--- src/rtl/semaforo_pkg.sv ---
// Shared types for the traffic-light monitor: light codes, monitor states,
// fault codes and lamp one-hot drives.
package semaforo_pkg;

  typedef enum logic [1:0] {
    GREEN   = 2'b00,
    YELLOW  = 2'b01,
    RED     = 2'b10,
    INVALID = 2'b11
  } light_t;

  typedef enum logic [1:0] {
    OFF   = 2'b00,
    RUN   = 2'b01,
    FAULT = 2'b10
  } state_t;

  typedef enum logic [1:0] {
    FC_NONE       = 2'b00,
    FC_CONFLICT   = 2'b01,
    FC_INVALID    = 2'b10,
    FC_TRANSITION = 2'b11
  } fault_code_t;

  localparam logic [2:0] LAMP_OFF    = 3'b000;
  localparam logic [2:0] LAMP_GREEN  = 3'b001;
  localparam logic [2:0] LAMP_YELLOW = 3'b010;
  localparam logic [2:0] LAMP_RED    = 3'b100;

  function automatic logic [2:0] decode_lamp(input light_t c);
    case (c)
      GREEN:   return LAMP_GREEN;
      YELLOW:  return LAMP_YELLOW;
      RED:     return LAMP_RED;
      default: return LAMP_OFF;
    endcase
  endfunction

endpackage

--- src/rtl/semaforo_lamp_dir.sv ---
// One direction of the monitor: consecutive-yellow counter, legal-transition
// check against the previous sample, and code-to-lamp decode.
module semaforo_lamp_dir
  import semaforo_pkg::*;
#(
  parameter int unsigned MIN_YELLOW = 2
) (
  input  logic       clk,
  input  logic       rst,
  input  light_t     code,
  input  light_t     prev,
  input  logic       hist_valid,
  input  logic       sample,
  output logic       legal,
  output logic [2:0] lamp
);

  localparam int unsigned YW = $clog2(MIN_YELLOW + 1);

  logic [YW-1:0] ycnt;

  // Counts yellow samples accepted in RUN; any other edge clears it.
  always_ff @(posedge clk) begin
    if (rst) begin
      ycnt <= '0;
    end else if (sample && code == YELLOW) begin
      if (ycnt != YW'(MIN_YELLOW))
        ycnt <= ycnt + 1'b1;
    end else begin
      ycnt <= '0;
    end
  end

  always_comb begin
    legal = 1'b1;
    if (hist_valid && code != prev) begin
      case (prev)
        GREEN:   legal = (code == YELLOW);
        RED:     legal = (code == GREEN);
        YELLOW:  legal = (code == RED) && (ycnt >= YW'(MIN_YELLOW));
        default: legal = 1'b0;
      endcase
    end
  end

  assign lamp = decode_lamp(code);

endmodule

--- src/rtl/semaforo_monitor.sv ---
// Safety monitor between the light FSM and the lamp drivers. Optional fault
// statistics counter enabled by defining SEMAFORO_MON_STATS_EN.
module semaforo_monitor
  import semaforo_pkg::*;
#(
  parameter int unsigned MIN_YELLOW = 2,
  parameter int unsigned BLINK_HALF = 5
) (
  input  logic       clk,
  input  logic       rst,
  input  logic [1:0] LA,
  input  logic [1:0] LB,
  input  logic       on,
  input  logic       clr,
  output logic [2:0] lamp_a,
  output logic [2:0] lamp_b,
  output logic       fault,
  output logic [1:0] fault_code,
  output logic [7:0] fault_cnt
);

  localparam int unsigned BW = $clog2(BLINK_HALF + 1);

  light_t      r_la, r_lb, p_la, p_lb;
  logic        r_on, r_clr;
  state_t      state;
  logic        hist_valid;
  logic [BW-1:0] blink_cnt;

  logic        sample, legal_a, legal_b, violation, clear_ok;
  logic [2:0]  dec_a, dec_b;
  fault_code_t viol_code;

  semaforo_lamp_dir #(.MIN_YELLOW(MIN_YELLOW)) u_dir_a (
    .clk        (clk),
    .rst        (rst),
    .code       (r_la),
    .prev       (p_la),
    .hist_valid (hist_valid),
    .sample     (sample),
    .legal      (legal_a),
    .lamp       (dec_a)
  );

  semaforo_lamp_dir #(.MIN_YELLOW(MIN_YELLOW)) u_dir_b (
    .clk        (clk),
    .rst        (rst),
    .code       (r_lb),
    .prev       (p_lb),
    .hist_valid (hist_valid),
    .sample     (sample),
    .legal      (legal_b),
    .lamp       (dec_b)
  );

  // The OFF->RUN edge already processes its sample; history is still invalid
  // there, so only the invalid/conflict checks can fire.
  always_comb begin
    sample    = r_on && (state != FAULT);
    viol_code = FC_NONE;
    if (r_la == INVALID || r_lb == INVALID)
      viol_code = FC_INVALID;
    else if (r_la != RED && r_lb != RED)
      viol_code = FC_CONFLICT;
    else if (!legal_a || !legal_b)
      viol_code = FC_TRANSITION;
    violation = sample && (viol_code != FC_NONE);
    clear_ok  = (state == FAULT) && r_clr && (r_la == RED) && (r_lb == RED);
  end

  always_ff @(posedge clk) begin
    if (rst) begin
      r_la       <= GREEN;
      r_lb       <= GREEN;
      r_on       <= 1'b0;
      r_clr      <= 1'b0;
      p_la       <= GREEN;
      p_lb       <= GREEN;
      state      <= OFF;
      hist_valid <= 1'b0;
      blink_cnt  <= '0;
      lamp_a     <= LAMP_OFF;
      lamp_b     <= LAMP_OFF;
      fault      <= 1'b0;
      fault_code <= FC_NONE;
    end else begin
      r_la  <= light_t'(LA);
      r_lb  <= light_t'(LB);
      r_on  <= on;
      r_clr <= clr;
      p_la  <= r_la;
      p_lb  <= r_lb;
      case (state)
        OFF, RUN: begin
          if (!r_on) begin
            state      <= OFF;
            hist_valid <= 1'b0;
            lamp_a     <= LAMP_OFF;
            lamp_b     <= LAMP_OFF;
          end else if (violation) begin
            state      <= FAULT;
            hist_valid <= 1'b0;
            fault      <= 1'b1;
            fault_code <= viol_code;
            blink_cnt  <= '0;
            lamp_a     <= LAMP_YELLOW;
            lamp_b     <= LAMP_YELLOW;
          end else begin
            state      <= RUN;
            hist_valid <= 1'b1;
            lamp_a     <= dec_a;
            lamp_b     <= dec_b;
          end
        end
        FAULT: begin
          hist_valid <= 1'b0;
          if (clear_ok) begin
            state      <= r_on ? RUN : OFF;
            fault      <= 1'b0;
            fault_code <= FC_NONE;
            lamp_a     <= r_on ? dec_a : LAMP_OFF;
            lamp_b     <= r_on ? dec_b : LAMP_OFF;
          end else if (blink_cnt == BW'(BLINK_HALF - 1)) begin
            blink_cnt <= '0;
            lamp_a    <= lamp_a ^ LAMP_YELLOW;
            lamp_b    <= lamp_b ^ LAMP_YELLOW;
          end else begin
            blink_cnt <= blink_cnt + 1'b1;
          end
        end
        default: begin
          state      <= OFF;
          hist_valid <= 1'b0;
          lamp_a     <= LAMP_OFF;
          lamp_b     <= LAMP_OFF;
        end
      endcase
    end
  end

`ifdef SEMAFORO_MON_STATS_EN
  always_ff @(posedge clk) begin
    if (rst)
      fault_cnt <= '0;
    else if (violation && fault_cnt != '1)
      fault_cnt <= fault_cnt + 8'd1;
  end
`else
  assign fault_cnt = '0;
`endif

endmodule

--- config.mk ---
export PLATFORM = sky130hd
export DESIGN_NAME = semaforo_monitor
export DESIGN_NICKNAME = d
export VERILOG_FILES = /design/src/rtl/semaforo_pkg.sv /design/src/rtl/semaforo_lamp_dir.sv /design/src/rtl/semaforo_monitor.sv
export SDC_FILE = /design/constraint.sdc
export NUM_CORES = 1
export LEC_CHECK = 0
export ABC_AREA = 1
export CAP_MARGIN = 20
export CORE_AREA = 8 8 65 67
export CTS_CLUSTER_SIZE = 10
export DETAILED_ROUTE_END_ITERATION = 7
export DIE_AREA = 0 0 73 75
export GPL_TIMING_DRIVEN = 0
export PLACE_DENSITY = 0.69
export REMOVE_ABC_BUFFERS = 1
export SLEW_MARGIN = 20
export SYNTH_ARGS = -nofsm -noshare
export SYNTH_HDL_FRONTEND = slang
export SYNTH_SLANG_ARGS = --single-unit
--- constraint.sdc ---
create_clock -name clk -period 1.6 [get_ports clk]
set_input_delay 0.32 -clock clk [delete_from_list [all_inputs] [get_ports clk]]
set_output_delay 0.32 -clock clk [all_outputs]
set_load 0.01 [all_outputs]
Yosys cells after proc, flatten, opt, wreduce, memory -nomap -nowiden
Index checks and enable logic that the tools add are counted.
{ "word_totals": {"register_bits": 29, "elab_cells": 122} }
{ "op_classes": {"n_addsub": 3, "order_cmp": 2, "n_eq_ne": 25, "mux": 40, "n_bitwise": 6, "n_reduce_logical": 29} }
{ "ops": {"columns": ["operator", "count"], "rows": [
  ["2-to-1 mux 3 bit", 12],
  ["2-to-1 mux 2 bit", 11],
  ["!= test 2 bit, second input constant", 9],
  ["case mux 3 bit (2 select lines)", 3],
  ["case mux 3 bit (3 select lines)", 2],
  ["== test 2 bit, second input constant", 7],
  ["logical AND 1 bit", 12],
  ["== test 2 x 1 -> 1 bit, second input constant", 5],
  ["logical NOT 2 bit", 5],
  ["case mux 2 bit (2 select lines)", 2],
  ["AND reduction 4 bit", 2],
  ["2-to-1 mux 1 bit", 7],
  ["inverter 1 bit", 6],
  ["case mux 1 bit (3 select lines)", 2],
  ["OR reduction 2 bit", 3],
  ["adder 2 x 1 -> 2 bit, second input constant", 2],
  ["greater-or-equal comparator 2 bit, second input constant", 2],
  ["!= test 2 bit", 2],
  ["nonzero test 2 bit", 2],
  ["adder 3 x 1 -> 3 bit, second input constant", 1],
  ["== test 3 bit, second input constant", 1],
  ["!= test 3 x 2 -> 1 bit, second input constant", 1],
  ["OR reduction 3 bit", 1],
  ["logical NOT 1 bit", 2],
  ["2 further kinds", 3]
]} }

Logic depth before layout (Yosys ltp)
Gate-level depths: netlist of run 1.
{ "logic_depth": {"word_depth": 14, "depth_mapped": 17, "ltp_nobuf": 17} }

Modules after synthesis
A second synthesis of run 1 with hierarchy kept.
{ "unflattened": {"hier_cells": 199, "hier_area_um2": 1415.1} }
{ "by_module_without_submodules": {"columns": ["mod", "n_inst", "cells_per_inst", "area_each_um2", "seq_area_each_um2"], "rows": [
  ["semaforo_monitor", 1, 141, 1082.3, 500.5],
  ["semaforo_lamp_dir", 2, 29, 166.4, 40.0]
]} }

Worst setup path before layout of run 1
OpenSTA, ideal clock, no wires.
{ "synth_timing": {"kind": "register to register", "from": "reg u_dir_b.ycnt[0]", "to": "reg blink_cnt[2]", "setup_time_ns": 0.114, "t_arrival_ns": 1.478, "required_time_ns": 1.486, "slack_ns": 0.008, "stages_incl_launch_ff": 15, "path_buffers": 0, "cell_sequence": "dfxtp_1 -> inv_1 -> ha_1 -> o21ai_0 -> nand2_1 -> nand2_1 -> nand2_1 -> nand2_2 -> nand2_4 -> nand3_4 -> nand2_4 -> nand2_4 -> nand2_1 -> xor2_1 -> nor2_1"} }
{ "synth_between": {"elab_chain_len": 13} }
{ "synth_rtl": {"columns": ["element", "line_no", "text"], "rows": [
  ["from (decl)", "semaforo_lamp_dir.sv:20", "logic [YW-1:0] ycnt;"],
  ["from (signal assigned)", "semaforo_lamp_dir.sv:28", "ycnt <= ycnt + 1'b1;"],
  ["greater-or-equal comparator 2 bit", "semaforo_lamp_dir.sv:40", "YELLOW: legal = (code == RED) && (ycnt >= YW'(MIN_YELLOW));"],
  ["logical AND 1 bit", "semaforo_lamp_dir.sv:40", null],
  ["case mux 1 bit (3 select lines)", "semaforo_lamp_dir.sv:37", "case (prev)"],
  ["2-to-1 mux 1 bit", "semaforo_lamp_dir.sv:36", "if (hist_valid && code != prev) begin"],
  ["logical NOT 1 bit", "semaforo_monitor.sv:65", "else if (!legal_a || !legal_b)"],
  ["logical OR 1 bit", "semaforo_monitor.sv:65", null],
  ["2-to-1 mux 2 bit", "semaforo_monitor.sv:65", null],
  ["2-to-1 mux 2 bit", "semaforo_monitor.sv:63", "else if (r_la != RED && r_lb != RED)"],
  ["2-to-1 mux 2 bit", "semaforo_monitor.sv:61", "if (r_la == INVALID || r_lb == INVALID)"],
  ["nonzero test 2 bit", "semaforo_monitor.sv:67", "violation = sample && (viol_code != FC_NONE);"],
  ["logical AND 1 bit", "semaforo_monitor.sv:67", null],
  ["!= test 2 bit (no line)", null, null],
  ["AND reduction 4 bit (no line)", null, null],
  ["to (signal assigned)", "semaforo_monitor.sv:128", "blink_cnt <= blink_cnt + 1'b1;"],
  ["to (decl)", "semaforo_monitor.sv:28", "logic [BW-1:0] blink_cnt;"]
]} }
Every way passes these cells.
A chain may end at the register's enable or synchronous reset.

Worst setup path in the final report of run 1
{ "layout_timing": {"from": "reg r_lb[0]", "to": "reg blink_cnt[2]"} }
{ "layout_between": {"elab_chain_len": 13} }
{ "layout_rtl": {"columns": ["element", "line_no", "text"], "rows": [
  ["from (decl)", "semaforo_monitor.sv:24", "light_t r_la, r_lb, p_la, p_lb;"],
  ["from (signal assigned)", "semaforo_monitor.sv:88", "r_lb <= light_t'(LB);"],
  ["== test 2 bit", "semaforo_lamp_dir.sv:40, semaforo_monitor.sv:68", null],
  ["logical AND 1 bit", "semaforo_lamp_dir.sv:40", null],
  ["case mux 1 bit (3 select lines)", "semaforo_lamp_dir.sv:37", null],
  ["2-to-1 mux 1 bit", "semaforo_lamp_dir.sv:36", null],
  ["logical NOT 1 bit", "semaforo_monitor.sv:65", null],
  ["logical OR 1 bit", "semaforo_monitor.sv:65", null],
  ["2-to-1 mux 2 bit", "semaforo_monitor.sv:65", null],
  ["2-to-1 mux 2 bit", "semaforo_monitor.sv:63", null],
  ["2-to-1 mux 2 bit", "semaforo_monitor.sv:61", null],
  ["nonzero test 2 bit", "semaforo_monitor.sv:67", null],
  ["logical AND 1 bit", "semaforo_monitor.sv:67", null],
  ["!= test 2 bit (no line)", null, null],
  ["AND reduction 4 bit (no line) (*)", null, null]
]} }
Every way passes the cells marked *; elsewhere a longest branch is shown, timed or not.

==> results of run 1 <==
==> critical path: cells and delay by family (launching register included) <==
kind	cells	cell delay [ns]
AND/OR/NAND/NOR	9	0.66
buffers and inverters	1	0.13
AO/OA/AOI/OAI	1	0.17
flip-flops	1	0.41
XOR/XNOR	1	0.15
==> what timing repair did <==
action / CTS / global route
pin swaps: 8 / 11
hold buffers: 0 / 0
gates resized for setup: 18 / 16
setup buffers: 6 / 2
setup endpoints to repair: 17 / 17
hold endpoints to repair: 0 / 0
==> logic make-up after synthesis <==
| family | count (synthesis) | share of synthesized area (%) |
|---|---|---|
| flip-flops | 29 | 40.6 |
| buffers and inverters | 41 | 12.9 |
| AO/OA/AOI/OAI | 21 | 9.02 |
| AND/OR/NAND/NOR | 100 | 32.5 |
| XOR/XNOR | 2 | 1.23 |
| other | 1 | 0.262 |
| adder cells (fa/ha/maj) | 4 | 3.50 |
==> how the worst min path moves through the flow <==
| stage | startpoint | end | slack, ns | depth (start not counted) |
|---|---|---|---|---|
| 3_3_place_gp | u_dir_a.ycnt[0]$_SDFFE_PP0N_ | u_dir_a.ycnt[0]$_SDFFE_PP0N_ | 0.45 | 2 |
| 6_report | fault_code[1]$_SDFFE_PP0P_ | fault_code[1]$_SDFFE_PP0P_ | 0.46 | 2 |
| 4_1_cts | fault_code[1]$_SDFFE_PP0P_ | fault_code[1]$_SDFFE_PP0P_ | 0.46 | 2 |
| 5_1_grt | u_dir_a.ycnt[0]$_SDFFE_PP0N_ | u_dir_a.ycnt[0]$_SDFFE_PP0N_ | 0.49 | 2 |
| 3_5_place_dp | fault_code[1]$_SDFFE_PP0P_ | fault_code[1]$_SDFFE_PP0P_ | 0.45 | 2 |
| 2_1_floorplan | rst | lamp_a[0]$_SDFFE_PP0P_ | 0.38 | 1 |
==> layout by cell type (no fill, tap or decap), types with 2 or more instances in the layout <==
cell type        count
a21oi_1              9
a21oi_2              8
buf_4                7
clkbuf_4             5
clkbuf_8             2
clkdlybuf4s50_1     13
clkinv_2             2
conb_1               8
dfxtp_1             24
dfxtp_2              5
dlymetal6s2s_1       2
ha_1                 2
inv_1               25
inv_2                5
nand2_1             42
nand2_2             10
nand2_4              5
nand3_1              9
nand3_4              2
nor2_1              24
nor2_2               3
nor2_4               3
xor2_1               2
==> power breakdown <==
group / internal (mW) / switching (mW) / leakage [nW] / total [mW]
registers: 0.753 / 0.0228 / 0.239 / 0.775
clock network: 0.254 / 0.245 / 0.0413 / 0.499
logic: 0.103 / 0.144 / 0.569 / 0.247
total: 1.11 / 0.411 / 0.849 / 1.52
==> per-stage QoR <==
step / hold WS [ns] / TNS (ns)
after floorplan: 0.382 / 0
after global placement: 0.448 / -3.45
after detailed placement: 0.450 / -4.02
after CTS: 0.463 / -0.00366
after global routing: 0.490 / -1.97
final: 0.460 / -0.0365
==> state kept, by name (all words and copies together), names as in the netlist <==
signal and cells:
state 2, u_dir_a.ycnt 2, hist_valid 1, fault 1, p_la 2, r_clr 1, p_lb 2, blink_cnt 3
lamp_a 3, fault_code 2, r_lb 2, r_on 1, lamp_b 3, u_dir_b.ycnt 2, r_la 2
==> per-layer routing <==
layer | share of wire, % | vias to the layer above | global-route usage (%)
met4 | 1.7 | 0 | 6.00
li1 | - | 645 | -
met1 | 46 | 556 | 11.7
met2 | 49 | 21 | 19.5
met5 | 0 | - | 0
met3 | 3.8 | 4 | 3.99
==> final cells by class <==
class | count | area share (%)
clock buffer | 7 | 3.57
clock inverter | 1 | 0.274
inverter | 31 | 6.45
multi-input combinational | 135 | 41.9
sequential | 29 | 32.2
tap | 46 | 3.16
timing repair buffer | 24 | 12.5
==> impl_metrics.csv, run 1 <==
group,metric,value,unit
run_status,run_status,"complete, but fails checks",
run_status,violated_checks,"setup timing",
worst_setup_path,biggest_cell_delay_along_the_critical_path,0.41,ns
worst_setup_path,end_kind,"register",
die,coreArea,3230,um2
worst_setup_path,r2r-end,"blink_cnt[2]$_SDFFE_PP0P_",
worst_setup_path,r2r_setup_slack,-0.03,ns
clock_tree,clock_path_buffers,2,
cells_and_area,finalInstanceArea,1820,um2
placement,placed_cells_incl_taps,257,
cells_and_area,number_of_inserted_diodes,0,
drt,avgViaCountPerCell,4.49,
grt,wire_length_of_the_first_global_routing_pass,4760,um
clock_tree,depth_of_the_cts_h_tree,2,
die,design.die.area,5480,um2
placement,gpl.final_weighted_congestion,0.798,
sta,worst_pin_slew,1.02,ns
yosys,synth-seq-cells,29,
cells_and_area,layout-drive-gt1-share,26.9,%
die,initial_utilization,44.2,%
power_and_ir_drop,total_power,1.52,mW
worst_setup_path,path_max_fanout,6,
job,max_cap_viol_count,0,
grt,number_of_global_route_vias_before_repair,1180,
worst_setup_path,crit_path_start,"r_lb[0]$_SDFF_PP0_",
sta,grt_setup_unrepaired,"true",
drt,drt-pass1-iter-count,4,
sta,slew-limit-headroom,32.2,%
cells_and_area,layout.area.seq,587,um2
sta,final_min_period_over_clock_period,102,%
worst_setup_path,cp_data_required_time,1.83,ns
yosys,synth-async-reset-ratio,0,%
grt,grt_max_degree,25,
worst_setup_path,worst_setup_path_start_kind,"register",
grt,grt_antenna_before_repair,0,
die,floorplan.die.height,75,um
cells_and_area,area_delta_synth_final,27.7,%
drt,drt-total-wl,2630,um
worst_setup_path,critical_path.reg2reg.startpoint,"r_lb[0]$_SDFF_PP0_",
sta,final-hold-violation-count,0,
cells_and_area,stdcell_count,273,
grt,grt_usage,11.2,%
yosys,synth.yosys.seq_area_share,40.6,%
yosys,most_frequent_cell_after_synthesis,"nand2_1",
placement,io_buffer_count,16,
clock_tree,worst_skew_pair.late_latency,0.32,ns
worst_setup_path,cp.arrival,1.85,ns
sta,finalSetupViolCount,3,
worst_setup_path,crit_path_cell_trace,"inv_1, a21oi_1, nand2_1, nand2_1, nand2_2, nand2_4, nand3_4, nand2_4, nand2_4, nand2_2, xor2_1, nor2_1",
yosys,synth_area,1430,um2
worst_setup_path,r2r_cells,12,
sta,slew_viol_final,0,
yosys,synth_flop_cell,"dfxtp_1",
yosys,number_of_flops_mapped_to_enable_cells_by_yosys,0,
worst_setup_path,worst-setup-path-type,"register to register",
placement,placedInstanceArea,1610,um2
die,number_of_rows_created_at_floorplan,21,
placement,post-place-ws,-0.378,ns
clock_tree,worst_setup_hold_path_clk_slew,0.09,ns
drt,routedWlPerCell,9.64,um
sta,setup_ws,-0.0250,ns
cells_and_area,design.final.nets,238,
drt,routed_vias,1226,
yosys,commonest_cells_in_the_netlist,"50 x nand2_1, 29 x dfxtp_1, 27 x inv_1, 27 x nor2_1, 12 x a21oi_1",
drt,drcViolationCount,0,
worst_setup_path,path_common_cell,"nand2_4",
cells_and_area,final_core_util,56.4,%
yosys,postSynthCellCount,198,
worst_setup_path,cp_slowest_cell,"dfxtp_1",
sta,post-route-min-period,1.63,ns
power_and_ir_drop,power_density,834,nW/um2
worst_setup_path,worstSetupEndpoint,"blink_cnt[2]$_SDFFE_PP0P_",
clock_tree,tritoncts_num_sinks,29,
cells_and_area,multiInputGateArea,764,um2
clock_tree,tritoncts_clock_tree,"done",
yosys,yosysTopAreaCellShare,40.6,%
die,die_w,73,um
yosys,synth_top_area_cell,"dfxtp_1",
placement,hpwlAfterDp,1910,um
cells_and_area,fillCellCount,314,
sta,worst_clock_skew,0.00710,ns
drt,ant_nets,0,
power_and_ir_drop,max-vdd-ir-drop,0.000532,V
die,io_pins,25,
sta,fmaxAchievable,0.615,GHz
yosys,synth.distinct_cells,23,
power_and_ir_drop,leakagePower,0.849,nW
yosys,ys.warnings.count,0,
drt,starting_drc_count_in_detailed_routing,33,
clock_tree,tritoncts.num_buffers,5,
grt,grt-ovfl-total,0,
worst_hold_path,hold_path.class,"register to register",
yosys,syn-mean-instance-area,7.22,um2
yosys,synthTopCellsByArea,"dfxtp_1 41%, nand2_1 13%, inv_1 7.1%",
clock_tree,clk_root_buffer_cell,"clkbuf_4",
No activity file was read; power rests on OpenSTA's default activity.
==> run 2, diff against run 1 <==
--- a/config.mk
+++ b/config.mk
@@ -7,10 +7,10 @@
 export LEC_CHECK = 0
 export ABC_AREA = 1
 export CAP_MARGIN = 20
-export CORE_AREA = 8 8 65 67
+export CORE_AREA = 8 8 59 74
 export CTS_CLUSTER_SIZE = 10
 export DETAILED_ROUTE_END_ITERATION = 7
-export DIE_AREA = 0 0 73 75
+export DIE_AREA = 0 0 67 82
 export GPL_TIMING_DRIVEN = 0
 export PLACE_DENSITY = 0.69
 export REMOVE_ABC_BUFFERS = 1
==> run 2 against run 1 <==
The run now ends clean. Global-route usage increased by 0.20 points. Worst setup slack better by 0.026 ns. Maximum frequency rose by 1.6%. Sequential power about the same. Flip-flop and latch count unchanged. Non-clock buffer count fell by 2. Critical endpoint unchanged. Largest power group unchanged.
==> impl_metrics.csv, run 2 (same netlist as run 1, synthesis figures left out) <==
group,metric,value,unit
run_status,run_status,"finished, final reports clean",
cells_and_area,fillCellCount,343,
grt,grt_max_degree,25,
worst_setup_path,path_max_fanout,5,
worst_setup_path,cp.arrival,1.77,ns
cells_and_area,final_core_util,54.7,%
worst_setup_path,worst-setup-path-type,"register to register",
grt,grt_usage,11.4,%
clock_tree,tritoncts_num_sinks,29,
drt,drcViolationCount,0,
cells_and_area,layout.area.seq,591,um2
sta,slew-limit-headroom,39.7,%
drt,drt-total-wl,2740,um
power_and_ir_drop,max-vdd-ir-drop,0.000743,V
placement,hpwlAfterDp,1980,um
grt,number_of_global_route_vias_before_repair,1183,
sta,worst_clock_skew,0.00282,ns
worst_setup_path,cp_data_required_time,1.78,ns
grt,grt_antenna_before_repair,0,
die,coreArea,3300,um2
cells_and_area,layout-drive-gt1-share,26.2,%
sta,post-route-min-period,1.60,ns
clock_tree,clk_root_buffer_cell,"clkbuf_8",
sta,setup_ws,0.00125,ns
drt,routedWlPerCell,10.4,um
cells_and_area,mostFrequentLayoutCell,"nand2_1",
sta,worst_pin_slew,0.904,ns
sta,final-hold-violation-count,0,
clock_tree,worst_setup_hold_path_clk_slew,0.06,ns
sta,slew_viol_final,0,
die,design.die.area,5490,um2
die,floorplan.die.height,82,um
clock_tree,tritoncts.num_buffers,5,
cells_and_area,area_delta_synth_final,26.4,%
drt,avgViaCountPerCell,4.52,
sta,fmaxAchievable,0.625,GHz
sta,grt_setup_unrepaired,"true",
worst_setup_path,end_kind,"register",
clock_tree,worst_skew_pair.late_latency,0.28,ns
power_and_ir_drop,power_density,872,nW/um2
clock_tree,clock_path_buffers,2,
worst_hold_path,hold_path.class,"register to register",
die,initial_utilization,43.3,%
die,number_of_rows_created_at_floorplan,24,
cells_and_area,largestRegisters,"blink_cnt: 3 flops, lamp_a: 3 flops, lamp_b: 3 flops",
cells_and_area,multiInputGateArea,764,um2
cells_and_area,most_frequent_cells_in_the_layout,"40 x nand2_1, 25 x nor2_1, 24 x inv_1",
cells_and_area,design.final.nets,236,
placement,gpl.final_weighted_congestion,0.787,
cells_and_area,number_of_inserted_diodes,0,
grt,wire_length_of_the_first_global_routing_pass,4750,um
sta,final_min_period_over_clock_period,99.9,%
power_and_ir_drop,leakagePower,0.807,nW
die,io_pins,25,
placement,io_buffer_count,16,
sta,finalSetupViolCount,0,
clock_tree,depth_of_the_cts_h_tree,2,
worst_setup_path,worst_setup_path_start_kind,"register",
drt,starting_drc_count_in_detailed_routing,29,
die,die_w,67,um
grt,grt-ovfl-total,0,
clock_tree,tritoncts_clock_tree,"done",
drt,ant_nets,0,
drt,routed_vias,1192,
drt,drt-pass1-iter-count,4,
placement,post-place-ws,-0.407,ns
job,max_cap_viol_count,0,
run 2: cell types whose count changed in the layout (fill, tap and decap cells not counted), sizes merged:
cell           previous run  this run
clkinv                    2         0
inv                      30        31
clkbuf                    7         8
clkdlybuf4s50            13        15
buf                       8         6
dlymetal6s2s              2         0
run 2: worst max-delay path, stage by stage, from the launching register on:
cell,delay (ns)
dfxtp_2,0.32
inv_2,0.07
ha_4,0.14
inv_2,0.04
nand2_2,0.04
nand2_1,0.04
nand2_1,0.05
nand2_1,0.04
nand2_1,0.07
nand2_2,0.08
nand2_4,0.07
nand3_4,0.09
nand2_4,0.11
nand2_4,0.08
nand2_2,0.06
xor2_1,0.14
nor2_1,0.05
run 2: path summary, 6_finish.rpt:
kind                                  endpoint                          from  slack, ns  cells past startpoint
setup / recovery     blink_cnt[2]$_SDFFE_PP0P_  u_dir_a.ycnt[0]$_SDFFE_PP0N_      0.001                     16
hold / removal    u_dir_a.ycnt[0]$_SDFFE_PP0N_  u_dir_a.ycnt[0]$_SDFFE_PP0N_       0.46                      2
setup reg to reg     blink_cnt[2]$_SDFFE_PP0P_  u_dir_a.ycnt[0]$_SDFFE_PP0N_      0.001                     16
hold reg to reg   u_dir_a.ycnt[0]$_SDFFE_PP0N_  u_dir_a.ycnt[0]$_SDFFE_PP0N_       0.46                      2
run 2: timing repair:
item	CTS	global route
hold buffers	0	0
pin swaps	6	9
buffers inserted	4	2
resized for setup	22	13
setup endpoints to repair	17	13
run 2: power breakdown:
group / switching (mW) / internal (mW) / total, mW / leakage (nW)
Sequential: 0.0238 / 0.755 / 0.778 / 0.240
Clock: 0.255 / 0.308 / 0.562 / 0.0395
Combinational: 0.140 / 0.0943 / 0.234 / 0.527
run 2: per-layer routing:
metal / part of all wire [%] / track usage, % / vias up
met4: 3.7 / 7.76 / 0
met3: 3.9 / 3.68 / 7
li1: - / - / 637
met2: 51 / 20.2 / 21
met5: 0 / 0 / -
met1: 41 / 10.9 / 527
run 2: through the flow:
stage / total power [mW] / TNS (ns) / hold WS (ns) / instance area [um2] / cells
finish: 1.58 / 0 / 0.459 / 1810 / 264
global route: 1.66 / -1.36 / 0.472 / 1810 / 264
CTS: 1.58 / 0 / 0.459 / 1760 / 262
detailed placement: 1.01 / -4.20 / 0.447 / 1600 / 250
global placement: 1.01 / -3.85 / 0.446 / 1600 / 250
floorplan: 0.933 / 0 / 0.382 / 1390 / 195
run 2: layout make-up:
cell class / count / area share, %
clock buffers: 8 / 4.43
repair buffers: 22 / 11.3
inverters: 31 / 6.58
multi-input cells: 135 / 42.3
well taps: 39 / 2.70
flip-flops and latches: 29 / 32.7
